$ cat src/rtl/button_debouncer.sv
// button_debouncer: two-flop synchronizer, counting debounce FSM and
// registered press/release strobes for a raw mechanical push-button.
// Optional auto-repeat of btn_pulse while held: define BUTTON_AUTOREPEAT_EN.
module button_debouncer #(
  parameter int DEBOUNCE_CYCLES = 500000,
  parameter int HOLD_CYCLES     = 25000000,
  parameter int REPEAT_CYCLES   = 10000000
) (
  input  logic clk,
  input  logic reset,
  input  logic button_raw,
  output logic btn_clean,
  output logic btn_pulse,
  output logic release_pulse
);

  localparam int CW = $clog2(DEBOUNCE_CYCLES + 1);
  localparam logic [CW-1:0] CNT_LAST = CW'(DEBOUNCE_CYCLES - 1);
  localparam logic [CW-1:0] CNT_MAX  = CW'(DEBOUNCE_CYCLES);

  typedef enum logic [1:0] {
    IDLE         = 2'd0,
    PRESS_WAIT   = 2'd1,
    HELD         = 2'd2,
    RELEASE_WAIT = 2'd3
  } state_t;

  // Reject parameter values the counters cannot represent.
  if (DEBOUNCE_CYCLES < 2) begin : g_bad_debounce
    $error("DEBOUNCE_CYCLES must be at least 2");
  end
  if (HOLD_CYCLES < 1 || REPEAT_CYCLES < 1) begin : g_bad_repeat
    $error("HOLD_CYCLES and REPEAT_CYCLES must be at least 1");
  end

  // Saturating increment: the debounce counter never wraps.
  function automatic logic [CW-1:0] cnt_inc(input logic [CW-1:0] c);
    return (c == CNT_MAX) ? c : c + CW'(1);
  endfunction

  logic          sync1;
  logic          sync2;
  state_t        state;
  logic [CW-1:0] cnt;

`ifdef BUTTON_AUTOREPEAT_EN
  localparam int RMAX = (HOLD_CYCLES > REPEAT_CYCLES) ? HOLD_CYCLES : REPEAT_CYCLES;
  localparam int RW   = $clog2(RMAX + 1);
  localparam logic [RW-1:0] HOLD_LAST   = RW'(HOLD_CYCLES - 1);
  localparam logic [RW-1:0] REPEAT_LAST = RW'(REPEAT_CYCLES - 1);

  // rpt counts cycles spent in HELD; rep_phase selects the hold or repeat interval.
  logic [RW-1:0] rpt;
  logic          rep_phase;
`endif

  // Two-flop synchronizer for the asynchronous pad input.
  always_ff @(posedge clk or posedge reset) begin
    if (reset) begin
      sync1 <= 1'b0;
      sync2 <= 1'b0;
    end else begin
      sync1 <= button_raw;
      sync2 <= sync1;
    end
  end

  // Debounce FSM with registered level and single-cycle strobes.
  always_ff @(posedge clk or posedge reset) begin
    if (reset) begin
      state         <= IDLE;
      cnt           <= '0;
      btn_clean     <= 1'b0;
      btn_pulse     <= 1'b0;
      release_pulse <= 1'b0;
`ifdef BUTTON_AUTOREPEAT_EN
      rpt           <= '0;
      rep_phase     <= 1'b0;
`endif
    end else begin
      btn_pulse     <= 1'b0;
      release_pulse <= 1'b0;
      case (state)
        IDLE: begin
          if (sync2) begin
            state <= PRESS_WAIT;
            cnt   <= CW'(1);
          end
        end
        PRESS_WAIT: begin
          // A single low sample restarts the press count from scratch.
          if (!sync2) begin
            state <= IDLE;
            cnt   <= '0;
          end else if (cnt >= CNT_LAST) begin
            state     <= HELD;
            cnt       <= '0;
            btn_clean <= 1'b1;
            btn_pulse <= 1'b1;
`ifdef BUTTON_AUTOREPEAT_EN
            rpt       <= '0;
            rep_phase <= 1'b0;
`endif
          end else begin
            cnt <= cnt_inc(cnt);
          end
        end
        HELD: begin
          if (!sync2) begin
            state <= RELEASE_WAIT;
            cnt   <= CW'(1);
          end
`ifdef BUTTON_AUTOREPEAT_EN
          else if (rpt == (rep_phase ? REPEAT_LAST : HOLD_LAST)) begin
            btn_pulse <= 1'b1;
            rpt       <= '0;
            rep_phase <= 1'b1;
          end else begin
            rpt <= rpt + RW'(1);
          end
`endif
        end
        RELEASE_WAIT: begin
          // A single high sample returns to HELD; the repeat counter restarts.
          if (sync2) begin
            state <= HELD;
            cnt   <= '0;
`ifdef BUTTON_AUTOREPEAT_EN
            rpt       <= '0;
            rep_phase <= 1'b0;
`endif
          end else if (cnt >= CNT_LAST) begin
            state         <= IDLE;
            cnt           <= '0;
            btn_clean     <= 1'b0;
            release_pulse <= 1'b1;
          end else begin
            cnt <= cnt_inc(cnt);
          end
        end
        default: begin
          state <= IDLE;
          cnt   <= '0;
        end
      endcase
    end
  end

endmodule

$ cat config.mk
export PLATFORM = sky130hd
export DESIGN_NAME = button_debouncer
export DESIGN_NICKNAME = d
export VERILOG_FILES = /design/src/rtl/button_debouncer.sv
export SDC_FILE = /design/constraint.sdc
export NUM_CORES = 1
export LEC_CHECK = 0
export ABC_CLOCK_PERIOD_IN_PS = 2100
export CAP_MARGIN = 10
export CORE_MARGIN = 3
export CORE_UTILIZATION = 53
export CTS_BUF_LIST = sky130_fd_sc_hd__clkbuf_2
export CTS_CLUSTER_DIAMETER = 150
export DETAILED_ROUTE_END_ITERATION = 16
export PLACE_DENSITY = 0.83
export SETUP_SLACK_MARGIN = 0.1
export SYNTH_ARGS = -nofsm -noshare
export SYNTH_HDL_FRONTEND = slang
export SYNTH_SLANG_ARGS = --single-unit
$ cat constraint.sdc
create_clock -name clk -period 2.1 [get_ports clk]
set_input_delay 0.63 -clock clk [delete_from_list [all_inputs] [get_ports clk]]
set_output_delay 0.63 -clock clk [all_outputs]
set_load 0.03 [all_outputs]
==> impl_metrics.yaml <==
placement:
  post-place-ws_ns: -0.0449
  numPortBuffers: 5
  gp_congestion: 0.935
  place.detailed.hpwl_um: 2340
sta:
  worst_max_slew_pin_slew_ns: 0.373
  final_hold_viol_count: 0
  finalClockSkew_ns: 0.0174
  max-slew-margin-rel_pct: 74.8
  min_period_ns: 2.12
  rsz0062_at_grt: "true"
  timing.final.setup_violations: 2
  post-route-period-util_pct: 101
  maxClockFrequency_ghz: 0.473
  fin_ws_ns: -0.0161
  slew_viol_final: 0
critical_path:
  cp_top_delay_family: "simple AND/OR/NAND/NOR gates"
  cp_cell_sequence: "nand2b_1 -> or4_4 -> a311oi_4 -> buf_4 -> or3_4 -> o21ai_1 -> a22o_1"
  worstPathMaxFanout: 7
  critical_path.endpoint_type: "flip-flop"
  max_stage_delay_ns: 0.47
  worst_ep_arrival_time_ns: 2.41
  crit_required_ns: 2.39
  cpMaxStageDelayCell: "sky130_fd_sc_hd__dfrtp_1"
  number_of_buffer_and_inverter_stages_on_the_critical_path: 1
  critPathKind: "reg2reg"
  startpoint_type: "flip-flop"
status:
  status: "finished, violations left"
  violated_checks: "setup timing"
clock_tree:
  tritoncts: "done"
  worst_skew_pair.late_latency_ns: 0.38
  cts_buffer_depth: 2
  cts_inserted_buffers: 3
  clk_root_buffer_cell: "sky130_fd_sc_hd__clkbuf_2"
  clock_sink_count: 26
  cts.clk_slew.worst_paths_ns: 0.26
  cts_max_level: 1
  post_cts_hold_buffer_count: 0
final_layout:
  final_core_utilization_pct: 74.0
  area_growth_syn_to_layout_pct: 31.6
  antenna_cells_inserted: 0
  finish.net_count: 194
  post_route_cells_drive_above_1_share_pct: 33.0
route:
  route.detailed.wl_per_inst_um: 17.4
  average_via_count_per_standard_cell: 5.98
  drt_iter0_drc: 119
  vias: 1304
  antenna_left: 0
  drc: 0
  drt_wl_total_um: 3800
  firstDrtPassIters: 4
power_and_ir_drop:
  power-per-cell-area_mw_per_mm2: 435
  ir_worst_vdd_mv: 0.407
  power.static_leakage_uw: 0.000785
global_routing:
  grt_first_pass_wirelength_um: 5880
  grt_pass1_vias: 1238
  antenna_found_initial: 0
  overall_overflow_remaining_after_global_route: 0
  grt_max_degree: 27
  grtUsageTotal_pct: 23.7
yosys:
  synth_cell_type_count: 37
  synth_seq_area_share_pct: 46.3
  yosys_register_bits: 26
  synth.net_count: 158
  synthesis.area_mm2: 0.00141
  yosysWarnings: 0
  synth_cells: 153
  synth_async_sr_flop_share_pct: 100
  netlist.area_leader.share_pct: 46.3
  ranking_of_synthesized_cells_by_instance_count: "sky130_fd_sc_hd__dfrtp_1 (26), sky130_fd_sc_hd__nor2_1 (16), sky130_fd_sc_hd__nand2_1 (13)"
  post-synth-top-count-cell: "sky130_fd_sc_hd__dfrtp_1"
  syn_area_per_cell_um2: 9.19
  synthDominantAreaCellType: "sky130_fd_sc_hd__dfrtp_1"
  post_synth_main_area_contributors: "sky130_fd_sc_hd__dfrtp_1 (46%), sky130_fd_sc_hd__xnor2_1 (4.4%), sky130_fd_sc_hd__nor2_1 (4.3%), sky130_fd_sc_hd__nand3_1 (3.6%), sky130_fd_sc_hd__o21ai_0 (3.6%)"
  synth-edff-count: 0
  yosys_most_used_dff: "sky130_fd_sc_hd__dfrtp_1"
min_path:
  holdCritPathClass: "reg2reg"
floorplanning:
  core_mm2: 0.00250
  floorplan.rows: 18
  boundaryPins: 6
  dieHeight_um: 57.5
  fp.dieArea_mm2: 0.00331
  width_of_the_die_um: 57.5
  initial_utilization_pct: 56.3
job:
  drv_cap: 0
report_power, final:
group	switching (µW)	internal [µW]	total, µW
clock network	158	41.3	199
registers	10.6	510	521
logic	49.6	36.0	85.5
worst paths after layout:
kind                                     start                       to  slack (ns)  depth (start not counted)
setup / recovery           cnt[14]$_DFFE_PP0P_      cnt[17]$_DFFE_PP0P_       -0.02                          7
hold / removal                 sync1$_DFF_PP0_          sync2$_DFF_PP0_        0.41                          0
max in group asynchronous                reset       cnt[9]$_DFFE_PP0P_        1.26                          3
setup reg to reg           cnt[14]$_DFFE_PP0P_      cnt[17]$_DFFE_PP0P_       -0.02                          7
hold reg to reg                sync1$_DFF_PP0_          sync2$_DFF_PP0_        0.41                          0
min in group asynchronous                reset  release_pulse$_DFF_PP0_        0.55                          3
state kept, by name, summed over array words and instances (netlist names), named ones only:
register       cells
sync2              1
btn_clean          1
sync1              1
release_pulse      1
cnt               19
state              1
btn_pulse          1
logic make-up (layout without fill, tap and decap cells):
group / count (synthesis) / count (layout) / synth area share [%]
flip-flops: 26 / 26 / 46.3
AND/OR/NAND/NOR: 76 / 76 / 29.2
AO/OA/AOI/OAI: 24 / 24 / 11.4
adder cells (fa/ha/maj): 2 / 2 / 1.78
buffers and inverters: 13 / 48 / 3.74
XOR/XNOR: 11 / 11 / 6.85
multiplexers: 1 / 1 / 0.801
final cells by class:
cell class / instances / area [µm²]
Multi-Input combinational cell: 114 / 818
Sequential cell: 26 / 656
Fill cell: 171 / 649
Timing Repair Buffer: 36 / 290
Tap cell: 30 / 37.5
Inverter: 8 / 30.0
Clock buffer: 3 / 15.0
Clock inverter: 1 / 3.75
timing repair:
action	4_1_cts	5_1_grt
endpoints found under the setup margin	21	19
gates resized for setup	13	20
setup buffers	7	4
pin swaps	14	11
metal layers:
| layer | wire length (µm) | track usage (%) | vias to the layer above | part of all wire, % |
|---|---|---|---|---|
| met5 | 0 | 0 | - | 0 |
| met4 | 97 | 11.3 | 0 | 2.6 |
| met3 | 249 | 5.43 | 12 | 6.6 |
| met2 | 1920 | 38.9 | 56 | 51 |
| met1 | 1530 | 29.5 | 624 | 40 |
| li1 | - | - | 612 | - |
metrics by stage:
| stage | area, µm² | TNS [ns] | hold slack (ns) | std cells | power (µW) |
|---|---|---|---|---|---|
| finish | 1850 | -0.0285 | 0.410 | 218 | 806 |
| floorplan | 1420 | 0 | 0.331 | 153 | 565 |
| global route | 1850 | -0.307 | 0.432 | 218 | 836 |
| CTS | 1750 | 0 | 0.400 | 214 | 796 |
| detailed placement | 1630 | -0.219 | 0.350 | 203 | 594 |
| global placement | 1630 | 0 | 0.337 | 203 | 590 |
placed cells by master, fill, tap and decap left out, types with 2 or more instances in the layout:
| cell | n |
|---|---|
| sky130_fd_sc_hd__dlygate4sd2_1 | 3 |
| sky130_fd_sc_hd__dfrtp_1 | 22 |
| sky130_fd_sc_hd__inv_1 | 8 |
| sky130_fd_sc_hd__dfrtp_2 | 4 |
| sky130_fd_sc_hd__clkdlybuf4s50_1 | 2 |
| sky130_fd_sc_hd__o21ai_0 | 7 |
| sky130_fd_sc_hd__nor3b_2 | 2 |
| sky130_fd_sc_hd__xor2_1 | 3 |
| sky130_fd_sc_hd__buf_6 | 3 |
| sky130_fd_sc_hd__nor3_4 | 2 |
| sky130_fd_sc_hd__or3_1 | 5 |
| sky130_fd_sc_hd__nand3_1 | 10 |
| sky130_fd_sc_hd__xnor2_1 | 7 |
| sky130_fd_sc_hd__or3_4 | 2 |
| sky130_fd_sc_hd__a21oi_2 | 2 |
| sky130_fd_sc_hd__and2_1 | 2 |
| sky130_fd_sc_hd__buf_4 | 28 |
| sky130_fd_sc_hd__o21ai_1 | 4 |
| sky130_fd_sc_hd__nor3_2 | 2 |
| sky130_fd_sc_hd__or4_4 | 2 |
| sky130_fd_sc_hd__clkbuf_2 | 3 |
| sky130_fd_sc_hd__nor3_1 | 4 |
| sky130_fd_sc_hd__nand2_1 | 13 |
| sky130_fd_sc_hd__nor2_1 | 15 |
| sky130_fd_sc_hd__nand4_1 | 7 |
| sky130_fd_sc_hd__nand2b_1 | 2 |
(Power assumes the default switching activity.)
